### src/rtl/note_detector.sv
// note_detector: locks onto a square-wave tone and reports which of the notes C..B it matches.
//   clk        : system clock, all logic on the rising edge
//   rst        : synchronous active-high reset
//   audio_in   : asynchronous square-wave input
//   note       : detected note code (0=C .. 6=B), 4'hF when none
//   note_valid : one-cycle pulse on lock acquisition
//   locked     : high while a stable note is tracked
// Optional macro NOTE_DETECTOR_DEGLITCH_EN adds a 4-sample stability filter after the synchronizer.
module note_detector #(
    parameter int CLK_FREQ    = 100_000_000,
    parameter int FREQ_C      = 261,
    parameter int FREQ_D      = 294,
    parameter int FREQ_E      = 329,
    parameter int FREQ_F      = 349,
    parameter int FREQ_G      = 392,
    parameter int FREQ_A      = 440,
    parameter int FREQ_B      = 493,
    parameter int TOL_SHIFT   = 5,
    parameter int MATCH_COUNT = 3
) (
    input  logic       clk,
    input  logic       rst,
    input  logic       audio_in,
    output logic [3:0] note,
    output logic       note_valid,
    output logic       locked
);
    typedef enum logic [1:0] {IDLE, ARM, LOCKED} state_t;

    function automatic logic [31:0] nom(input int f);
        return 32'(2 * (CLK_FREQ / (2 * f)));
    endfunction

    function automatic logic hit(input logic [31:0] p, input logic [31:0] n);
        return (p >= n - (n >> TOL_SHIFT)) && (p <= n + (n >> TOL_SHIFT));
    endfunction

    localparam logic [31:0] N_C = nom(FREQ_C);
    localparam logic [31:0] N_D = nom(FREQ_D);
    localparam logic [31:0] N_E = nom(FREQ_E);
    localparam logic [31:0] N_F = nom(FREQ_F);
    localparam logic [31:0] N_G = nom(FREQ_G);
    localparam logic [31:0] N_A = nom(FREQ_A);
    localparam logic [31:0] N_B = nom(FREQ_B);
    localparam logic [31:0] TMO = (32'd4 * N_C) / 32'd2;
    localparam logic [7:0]  MC  = 8'(MATCH_COUNT);

    logic [1:0]  r_sync;
    logic        r_prev;
    logic [31:0] r_cnt;
    logic [7:0]  r_mcnt;
    logic [3:0]  r_cand;
    logic [3:0]  r_note;
    logic        r_valid;
    logic        r_locked;
    state_t      r_state;

    logic        w_level;
    logic        w_edge;
    logic [3:0]  w_code;
    logic        w_hit;
    logic [7:0]  w_m1;
    logic        w_timeout;
    state_t      w_state_n;
    logic [31:0] w_cnt_n;
    logic [7:0]  w_mcnt_n;
    logic [3:0]  w_cand_n;
    logic [3:0]  w_note_n;
    logic        w_valid_n;
    logic        w_locked_n;

    always_ff @(posedge clk) begin
        if (rst) begin
            r_sync <= '0;
            r_prev <= 1'b0;
        end else begin
            r_sync <= {r_sync[0], audio_in};
            r_prev <= w_level;
        end
    end

`ifdef NOTE_DETECTOR_DEGLITCH_EN
    logic [3:0] r_hist;
    logic       r_filt;
    // Level only moves once the last four synchronized samples agree.
    always_ff @(posedge clk) begin
        if (rst) begin
            r_hist <= '0;
            r_filt <= 1'b0;
        end else begin
            r_hist <= {r_hist[2:0], r_sync[1]};
            r_filt <= (&r_hist) ? 1'b1 : (~|r_hist) ? 1'b0 : r_filt;
        end
    end
    assign w_level = r_filt;
`else
    assign w_level = r_sync[1];
`endif

    assign w_edge = w_level & ~r_prev;

    // Counter is set to 1 on an edge so that at the next edge it equals the period.
    // Overlapping bands resolve to the lowest code through the ordering below.
    assign w_code = hit(r_cnt, N_C) ? 4'd0 :
                    hit(r_cnt, N_D) ? 4'd1 :
                    hit(r_cnt, N_E) ? 4'd2 :
                    hit(r_cnt, N_F) ? 4'd3 :
                    hit(r_cnt, N_G) ? 4'd4 :
                    hit(r_cnt, N_A) ? 4'd5 :
                    hit(r_cnt, N_B) ? 4'd6 : 4'hF;
    assign w_hit     = w_code != 4'hF;
    assign w_m1      = (w_code == r_cand) ? r_mcnt + 8'd1 : 8'd1;
    assign w_timeout = (r_cnt >= TMO) && !w_edge;

    always_comb begin
        w_state_n  = r_state;
        w_cnt_n    = w_edge ? 32'd1 : (r_cnt >= TMO) ? TMO : r_cnt + 32'd1;
        w_mcnt_n   = r_mcnt;
        w_cand_n   = r_cand;
        w_note_n   = r_note;
        w_valid_n  = 1'b0;
        w_locked_n = r_locked;
        case (r_state)
            IDLE: begin
                if (w_edge) begin
                    w_state_n = ARM;
                    w_mcnt_n  = 8'd0;
                    w_cand_n  = 4'hF;
                end
            end
            ARM: begin
                if (w_edge) begin
                    w_cand_n = w_code;
                    w_mcnt_n = w_hit ? w_m1 : 8'd0;
                    if (w_hit && w_m1 >= MC) begin
                        w_state_n  = LOCKED;
                        w_note_n   = w_code;
                        w_locked_n = 1'b1;
                        w_valid_n  = 1'b1;
                    end
                end else if (w_timeout) begin
                    w_state_n = IDLE;
                    w_mcnt_n  = 8'd0;
                    w_cand_n  = 4'hF;
                end
            end
            LOCKED: begin
                if (w_edge && w_code != r_note) begin
                    w_state_n  = ARM;
                    w_locked_n = 1'b0;
                    w_note_n   = 4'hF;
                    w_cand_n   = w_code;
                    w_mcnt_n   = w_hit ? 8'd1 : 8'd0;
                end else if (w_timeout) begin
                    w_state_n  = IDLE;
                    w_locked_n = 1'b0;
                    w_note_n   = 4'hF;
                    w_mcnt_n   = 8'd0;
                    w_cand_n   = 4'hF;
                end
            end
            default: w_state_n = IDLE;
        endcase
    end

    always_ff @(posedge clk) begin
        if (rst) begin
            r_state  <= IDLE;
            r_cnt    <= '0;
            r_mcnt   <= '0;
            r_cand   <= 4'hF;
            r_note   <= 4'hF;
            r_valid  <= 1'b0;
            r_locked <= 1'b0;
        end else begin
            r_state  <= w_state_n;
            r_cnt    <= w_cnt_n;
            r_mcnt   <= w_mcnt_n;
            r_cand   <= w_cand_n;
            r_note   <= w_note_n;
            r_valid  <= w_valid_n;
            r_locked <= w_locked_n;
        end
    end

    assign note       = r_note;
    assign note_valid = r_valid;
    assign locked     = r_locked;
endmodule

### config.mk
export PLATFORM = sky130hd
export DESIGN_NAME = note_detector
export DESIGN_NICKNAME = d
export VERILOG_FILES = /design/src/rtl/note_detector.sv
export SDC_FILE = /design/constraint.sdc
export NUM_CORES = 1
export LEC_CHECK = 0
export CORE_ASPECT_RATIO = 0.8
export CORE_UTILIZATION = 45
export CTS_CLUSTER_DIAMETER = 150
export DETAILED_ROUTE_END_ITERATION = 8
export GPL_ROUTABILITY_DRIVEN = 0
export RECOVER_POWER = 25
export SYNTH_ARGS = -nofsm -noshare
export SYNTH_HDL_FRONTEND = slang
export SYNTH_SLANG_ARGS = --single-unit
### constraint.sdc
create_clock -name clk -period 8.5 [get_ports clk]
set_input_delay 2.125 -clock clk [delete_from_list [all_inputs] [get_ports clk]]
set_output_delay 2.125 -clock clk [all_outputs]
set_load 0.03 [all_outputs]
Word-level counts from Yosys, hierarchy flattened
Index checks and enable logic that the tools add are counted. Widths: inputs -> output; s select.

Flip-flop bits (word level): 55. Latch bits: 0. Bits in writable memories: 0. Bits in read-only memories: 0. Input bits: 3. Output and inout port bits: 6. Logic and storage cells: 102. Memories kept: 0.

Add/subtract/negate cells: 2. Multiply operators: 0. Divide/modulo/power cells: 0. $lt $le $gt $ge: 16. Eq/ne operators: 10. Shift-type cells: 0. Multiplexer cells: 39. Bitwise gates (word level): 4. Reductions and logical operators: 20.

Operators with widths (count): $le 32x19->1 const B (5); $ge 32x19->1 const B (4); $ge 32x18->1 const B (3); $le 32x18->1 const B (2); $mux 4 (15); $mux 8 (6); $add 32x1->32 const B (1); $ge 32x20->1 const B (1); $pmux 8 s3 (1); $mux 20 (1); $pmux 4 s3 (1); $logic_and 1x1->1 (10); $mux 2 (5); $add 8x1->8 const B (1); $ge 8x2->1 const B (1); $pmux 4 s2 (1); $mux 1 (7); $ne 2x2->1 const B (3); $ne 3x3->1 const B (2); $pmux 2 s3 (1); $reduce_or 3->1 (2); $eq 4x4->1 (1); $ne 4x4->1 (1); $ne 4x4->1 const B (1); 12 further kinds (15).

Longest topological paths before layout
Gate-level depths: netlist of run 1.

Word-level depth: 16. Mapped depth: 15. Depth with buffers taken out: 13.

Worst setup path before layout of run 1
No wires, ideal clock.

Path type: input -> register. Start: in rst. End: reg r_mcnt[2]. Setup time: 0.074 ns. Arrival: 3.457 ns. Required time: 8.426 ns. Slack: 4.969 ns. Stages on the path: 8. Path buffers: 1. Path through: clkbuf_1 > inv_1 > nand2_1 > nor3_1 > nand4_1 > inv_1 > nand2_1 > o21ai_0.

RTL lines: start, declared (RTL line 22) `input logic rst,`; end signal, assigned (RTL line 178) `r_mcnt <= w_mcnt_n;`; end, declared (RTL line 51) `logic [7:0] r_mcnt;`.

==> metrics.csv, run 1 <==
stage,metric,value,unit
clocking,post-CTS resize count,0,
critical_path,data required time at the worst endpoint,8740,ps
critical_path,cell-by-cell listing of the critical path,dlygate4sd3_1 > inv_1 > nand2_1 > nor3_1 > nand4_1 > inv_1 > nand2_1 > o21ai_0,
synth,Synth Register Bits,55,
place,Post-DP HPWL,7040,um
finish,total number of nets in the final design,487,
timing,FMAX,223,MHz
timing,setup ws final,4010,ps
timing,number of hold violations in the final report,0,
power,leakage power summed over all cells,1.36,nW
power,pwr/cell area,122,nW/um2
timing,Slew headroom,0.365,
clocking,number of buffers created by CTS,5,
clocking,CTS tree,done,
power,peak supply drop,0.0000879,V
critical_path,"Worst Path Class, Setup",in -> reg,
clocking,number of levels the H-tree was split into,2,
critical_path,peak fanout along the critical path,16,
critical_path,endpoint class of the critical path,register,
clocking,CTS Hold Buffers Added,0,
die,vertical die dimension,84.4,um
critical_path,worst r2r src,r_cnt[1],
clocking,Clock Latency Late Sink,310,ps
global_routing,global-route usage over all layers,0.233,
synth,cell area after synthesis,3820,um2
die,die span in x,105,um
finish,"commonest cells after routing, fill and taps aside","sky130_fd_sc_hd__dfxtp_1, sky130_fd_sc_hd__nor2_1, sky130_fd_sc_hd__nand2_1",
clocking,Setup Buffers After CTS,0,
synth,portion of the post-synthesis area used by sequential elements,0.288,
synth,prevailing post-synth register cell,sky130_fd_sc_hd__dfxtp_1,
global_routing,initial antenna violation count,0,
timing,Tightest Pin Transition,951,ps
synth,leading cell types by total area after synthesis,"sky130_fd_sc_hd__dfxtp_1, sky130_fd_sc_hd__nor2_1, sky130_fd_sc_hd__a21oi_1",
critical_path,delay contributed by the slowest stage of the critical path,770,ps
finish,"most common cell after layout, fill and taps aside",sky130_fd_sc_hd__dfxtp_1,
route,number of DRC markers in iteration 0,436,
synth,number of cells produced by synthesis,484,
route,average wire length per cell after detail routing,17.2,um
synth,Post-synth EDFFs,0,
critical_path,library cell contributing the largest single delay on the critical path,sky130_fd_sc_hd__dlygate4sd3_1,
timing,post-layout minimum cycle time,4490,ps
hold_path,startpoint of the tightest hold check path,r_sync[0],
job,max-cap check violation count,0,
route,vias,3641,
timing,Final Cycle Share,0.529,
timing,Max Clock Skew,10.8,ps
place,Area after DPL,3910,um2
route,router iterations before antenna repair,5,
synth,asr flop ratio synth,0,
critical_path,Critical Path Source Type,input port,
synth,Yosys top cell area share,0.288,
global_routing,wire length of the first global-routing pass,16700,um
finish,final instance area,3990,um2
timing,final-report setup violation count,0,
route,post-detailed-route via-to-cell ratio,6.25,
finish,ratio of cells with drive above 1 in the final layout,0.0589,
die,Placement Rows,29,
timing,Max Slew Vio Count,0,
route,final routed wirelength across all metal layers,10000,um
critical_path,CP Data Arrival Time,4730,ps
place,worst slack after detailed placement,3780,ps
timing,total negative slack,0,ps
synth,"Avg Cell Area, Syn",7.89,um2
synth,biggest area consumer among synthesized cells,sky130_fd_sc_hd__dfxtp_1,
clocking,register clock-pin slew on the reported worst setup and hold paths,100,ps
hold_path,worst min path class,reg -> reg,
global_routing,vias in the first global route,3246,
global_routing,total overflow reported by the global router,0,
critical_path,launch point of the critical path,rst,
finish,layout overhead on the synthesized area,4.49,%
synth,count of warnings emitted by yosys,0,
die,effective utilization at floorplan,0.472,
finish,diode count,0,
die,number of I/O pins,9,
critical_path,CP bufs+invs,3,
die,CORE AREA,8090,um2
clocking,"buffers from clock root to sink, at most",2,
clocking,Clock Tree Root,sky130_fd_sc_hd__clkbuf_8,
route,Final ANT Viol Nets,0,
die,die area,8870,um2
critical_path,CP top delay family,buffers and inverters,
run_status,outcome,"finished, final reports clean",
timing,unrepaired setup endpoints after global routing,false,
global_routing,largest net degree at the start of global routing,21,
synth,library cells used by synthesis,79,
clocking,sinks on the clock net,55,
place,count of buffers from port buffering,8,
route,Post-route DRC,0,
[Yosys cell counts, drive strengths merged (4+ instances only)]
library cell  number
o21ai             25
a21oi             28
xor2               9
clkbuf            18
nand4             14
a41oi              4
nand2             33
nand3             22
nor4              13
ha                10
o21a               6
nand2b             5
nor3b              5
dfxtp             55
nor2              51
a211oi             7
o41ai              4
buf               19
o311ai             4
and2               4
xnor2             16
nor2b              4
o211ai             9
o211a              4
or3                6
inv               20
and3               9
nor3              18
[routing by layer]
| metal | vias to the layer above | share of wire | GRT usage |
|---|---|---|---|
| met4 | 0 | 0.0072 | 0.0474 |
| met1 | 1689 | 0.49 | 0.354 |
| met5 | - | 0 | 0 |
| met3 | 8 | 0.095 | 0.0497 |
| met2 | 187 | 0.41 | 0.335 |
| li1 | 1757 | - | - |
[flip-flops by register name, indices dropped and copies added (netlist names)]
signal,count
r_prev,1
r_sync,2
locked,1
r_cnt,32
note,4
r_mcnt,8
note_valid,1
r_state,2
r_cand,4
[worst paths after layout]
| kind | to | slack (ps) | cells past startpoint |
|---|---|---|---|
| setup / recovery | r_mcnt[4] | 4010 | 8 |
| hold / removal | r_sync[1] | 450 | 1 |
| setup reg to reg | note[3] | 4020 | 12 |
| hold reg to reg | r_sync[1] | 450 | 1 |
[area by class of cell]
cell class | count | area (um2)
Clock buffer | 6 | 72.6
Timing Repair Buffer | 9 | 87.6
Tap cell | 108 | 135
Clock inverter | 2 | 12.5
Fill cell | 786 | 4100
Inverter | 20 | 75.1
Sequential cell | 55 | 1100
Multi-Input combinational cell | 383 | 2510
[metrics by stage]
stage	cells	hold slack (ps)	total power, W	utilization
2_1_floorplan	495	414	0.000333	-
3_3_place_gp	575	426	0.000346	0.483
3_5_place_dp	575	432	0.000346	0.483
4_1_cts	583	456	0.000491	0.493
5_1_grt	583	480	0.000510	0.493
6_report	583	452	0.000486	0.493
[power by group]
| part | leakage, nW | switching [W] | internal (W) |
|---|---|---|---|
| clock | 0.0412 | 0.0000853 | 0.0000579 |
| sequential | 0.452 | 0.0000159 | 0.000266 |
| combinational | 0.868 | 0.0000368 | 0.0000237 |
[logic make-up (layout without fill, tap and decap cells)]
logic type | count (synthesis) | count (layout) | share of synthesized area
AND/OR/NAND/NOR | 204 | 204 | 0.291
other | 1 | 12 | 0.000981
XOR/XNOR | 25 | 25 | 0.0573
AO/OA/AOI/OAI | 132 | 132 | 0.263
flip-flops | 55 | 55 | 0.288
buffers and inverters | 57 | 37 | 0.0661
adder cells (fa/ha/maj) | 10 | 10 | 0.0327
Power figures use the tool's default switching activity.
==> run 2, diff against run 1 <==
==> constraint.sdc (replaced) <==
create_clock -name clk -period 4.6 [get_ports clk]
set_input_delay 1.15 -clock clk [delete_from_list [all_inputs] [get_ports clk]]
set_output_delay 1.15 -clock clk [all_outputs]
set_load 0.03 [all_outputs]
==> run 2 against run 1 <==
Compared with the run above:
- final cell count increased by 1.5%
- clock skew increased by 1.8 ps
- global-route usage increased by 1.3 points
- critical path type is now reg -> reg
- largest power group unchanged
- sequential share of layout area decreased by 0.59 points
- critical endpoint is now r_cand[0]
- first-iteration DRC count increased by 6.9%
- worst setup slack got worse by 3500 ps
==> metrics.csv, run 2 (synthesis results as in run 1) <==
stage,metric,value,unit
finish,number of flip-flops under the largest register name,32,
route,Final ANT Viol Nets,0,
finish,Top Registers,"r_cnt x32, r_mcnt x8",
timing,post-layout minimum cycle time,4070,ps
global_routing,largest net degree at the start of global routing,21,
critical_path,endpoint class of the critical path,register,
place,worst slack after detailed placement,660,ps
hold_path,worst min path class,reg -> reg,
timing,Slew headroom,0.373,
finish,largest register by flop count,r_cnt,
route,average wire length per cell after detail routing,17.7,um
timing,worst hold slack,460,ps
timing,Max Slew Vio Count,0,
clocking,CTS tree,done,
timing,number of hold violations in the final report,0,
clocking,number of buffers created by CTS,5,
route,router iterations before antenna repair,5,
finish,diode count,0,
critical_path,"Worst Path Class, Setup",reg -> reg,
finish,ratio of cells with drive above 1 in the final layout,0.0744,
finish,total number of nets in the final design,496,
die,die span in x,105,um
die,vertical die dimension,84.4,um
place,count of buffers from port buffering,8,
finish,layout overhead on the synthesized area,6.78,%
place,Post-DP HPWL,7440,um
critical_path,Critical Path Source Type,register,
clocking,Clock Tree Root,sky130_fd_sc_hd__clkbuf_8,
finish,"commonest cells after routing, fill and taps aside","sky130_fd_sc_hd__dfxtp_1, sky130_fd_sc_hd__nor2_1, sky130_fd_sc_hd__nand2_1",
finish,area of the multi-input gates,2510,um2
die,number of I/O pins,9,
power,pwr/cell area,239,nW/um2
route,post-detailed-route via-to-cell ratio,6.26,
timing,setup ws final,528,ps
power,peak supply drop,0.000145,V
timing,final-report setup violation count,0,
finish,fill count,795,
die,Placement Rows,29,
clocking,sinks on the clock net,55,
route,vias,3703,
clocking,CTS Hold Buffers Added,0,
run_status,outcome,"finished, final reports clean",
global_routing,initial antenna violation count,0,
critical_path,data required time at the worst endpoint,4840,ps
timing,unrepaired setup endpoints after global routing,false,
die,effective utilization at floorplan,0.472,
global_routing,global-route usage over all layers,0.246,
route,Post-route DRC,0,
global_routing,vias in the first global route,3394,
clocking,Clock Latency Late Sink,320,ps
finish,storage element area,1100,um2
clocking,register clock-pin slew on the reported worst setup and hold paths,110,ps
timing,total negative slack,0,ps
power,leakage power summed over all cells,1.42,nW
die,die area,8870,um2
global_routing,total overflow reported by the global router,0,
clocking,number of levels the H-tree was split into,2,
critical_path,CP Data Arrival Time,4310,ps
critical_path,peak fanout along the critical path,11,
route,number of DRC markers in iteration 0,466,
timing,Max Clock Skew,12.7,ps
clocking,Setup Buffers After CTS,0,
timing,FMAX,246,MHz
timing,Tightest Pin Transition,941,ps
route,final routed wirelength across all metal layers,10500,um
global_routing,wire length of the first global-routing pass,17600,um
finish,"most common cell after layout, fill and taps aside",sky130_fd_sc_hd__dfxtp_1,
timing,Final Cycle Share,0.885,
die,CORE AREA,8090,um2
job,max-cap check violation count,0,
clocking,post-CTS resize count,0,
clocking,"buffers from clock root to sink, at most",2,
run 2: cell types whose count changed in the layout (fill, tap and decap cells not counted):
cell,change
sky130_fd_sc_hd__buf_4,+7
sky130_fd_sc_hd__clkdlybuf4s50_1,+3
sky130_fd_sc_hd__dlygate4sd3_1,-3
sky130_fd_sc_hd__bufinv_16,+1
sky130_fd_sc_hd__clkbuf_1,+1
sky130_fd_sc_hd__clkinv_4,+1
sky130_fd_sc_hd__clkinvlp_4,-1
run 2: worst paths after layout:
| path | start | to | cells after the start | slack, ps |
|---|---|---|---|---|
| worst max-delay path | r_cnt[1] | r_cand[0] | 13 | 530 |
| worst min-delay path | r_sync[0] | r_sync[1] | 1 | 460 |
| worst max register to register | r_cnt[1] | r_cand[0] | 13 | 530 |
| worst min register to register | r_sync[0] | r_sync[1] | 1 | 460 |
run 2: critical path, cell delays in order, from the launching register on:
cell	delay [ps]
sky130_fd_sc_hd__dfxtp_1	510
sky130_fd_sc_hd__inv_1	130
sky130_fd_sc_hd__ha_1	250
sky130_fd_sc_hd__nor2_1	120
sky130_fd_sc_hd__nor4b_1	60
sky130_fd_sc_hd__o41ai_1	560
sky130_fd_sc_hd__a211oi_1	240
sky130_fd_sc_hd__nor4_1	740
sky130_fd_sc_hd__xnor2_1	220
sky130_fd_sc_hd__a211oi_4	370
sky130_fd_sc_hd__buf_4	240
sky130_fd_sc_hd__a21oi_1	60
sky130_fd_sc_hd__a311o_1	320
sky130_fd_sc_hd__a41oi_1	170
run 2: layout make-up:
class	count	area share
Inverter	20	0.0184
Tap cell	108	0.0331
Clock buffer	5	0.0169
Sequential cell	55	0.270
Timing Repair Buffer	18	0.0362
Clock inverter	3	0.0107
Multi-Input combinational cell	383	0.615
run 2: through the flow:
| stage | cell area [um2] | util | power (W) | std cells |
|---|---|---|---|---|
| after detailed placement | 3980 | 0.491 | 0.000646 | 584 |
| final | 4080 | 0.504 | 0.000976 | 592 |
| after global routing | 4080 | 0.504 | 0.00102 | 592 |
| after global placement | 3980 | 0.491 | 0.000645 | 584 |
| after floorplan | 3860 | - | 0.000615 | 495 |
| after CTS | 4090 | 0.505 | 0.000984 | 592 |
run 2: power by group:
| group | internal (W) | switching [W] |
|---|---|---|
| registers | 0.000492 | 0.0000260 |
| logic | 0.0000462 | 0.0000743 |
| clock network | 0.000163 | 0.000175 |
| total | 0.000701 | 0.000275 |
run 2: metal layers:
layer	global-route usage	up-vias	share of wire
met4	0.0512	0	0.0083
met5	0	-	0
met3	0.0590	12	0.087
met2	0.343	168	0.40
li1	-	1782	-
met1	0.377	1741	0.50
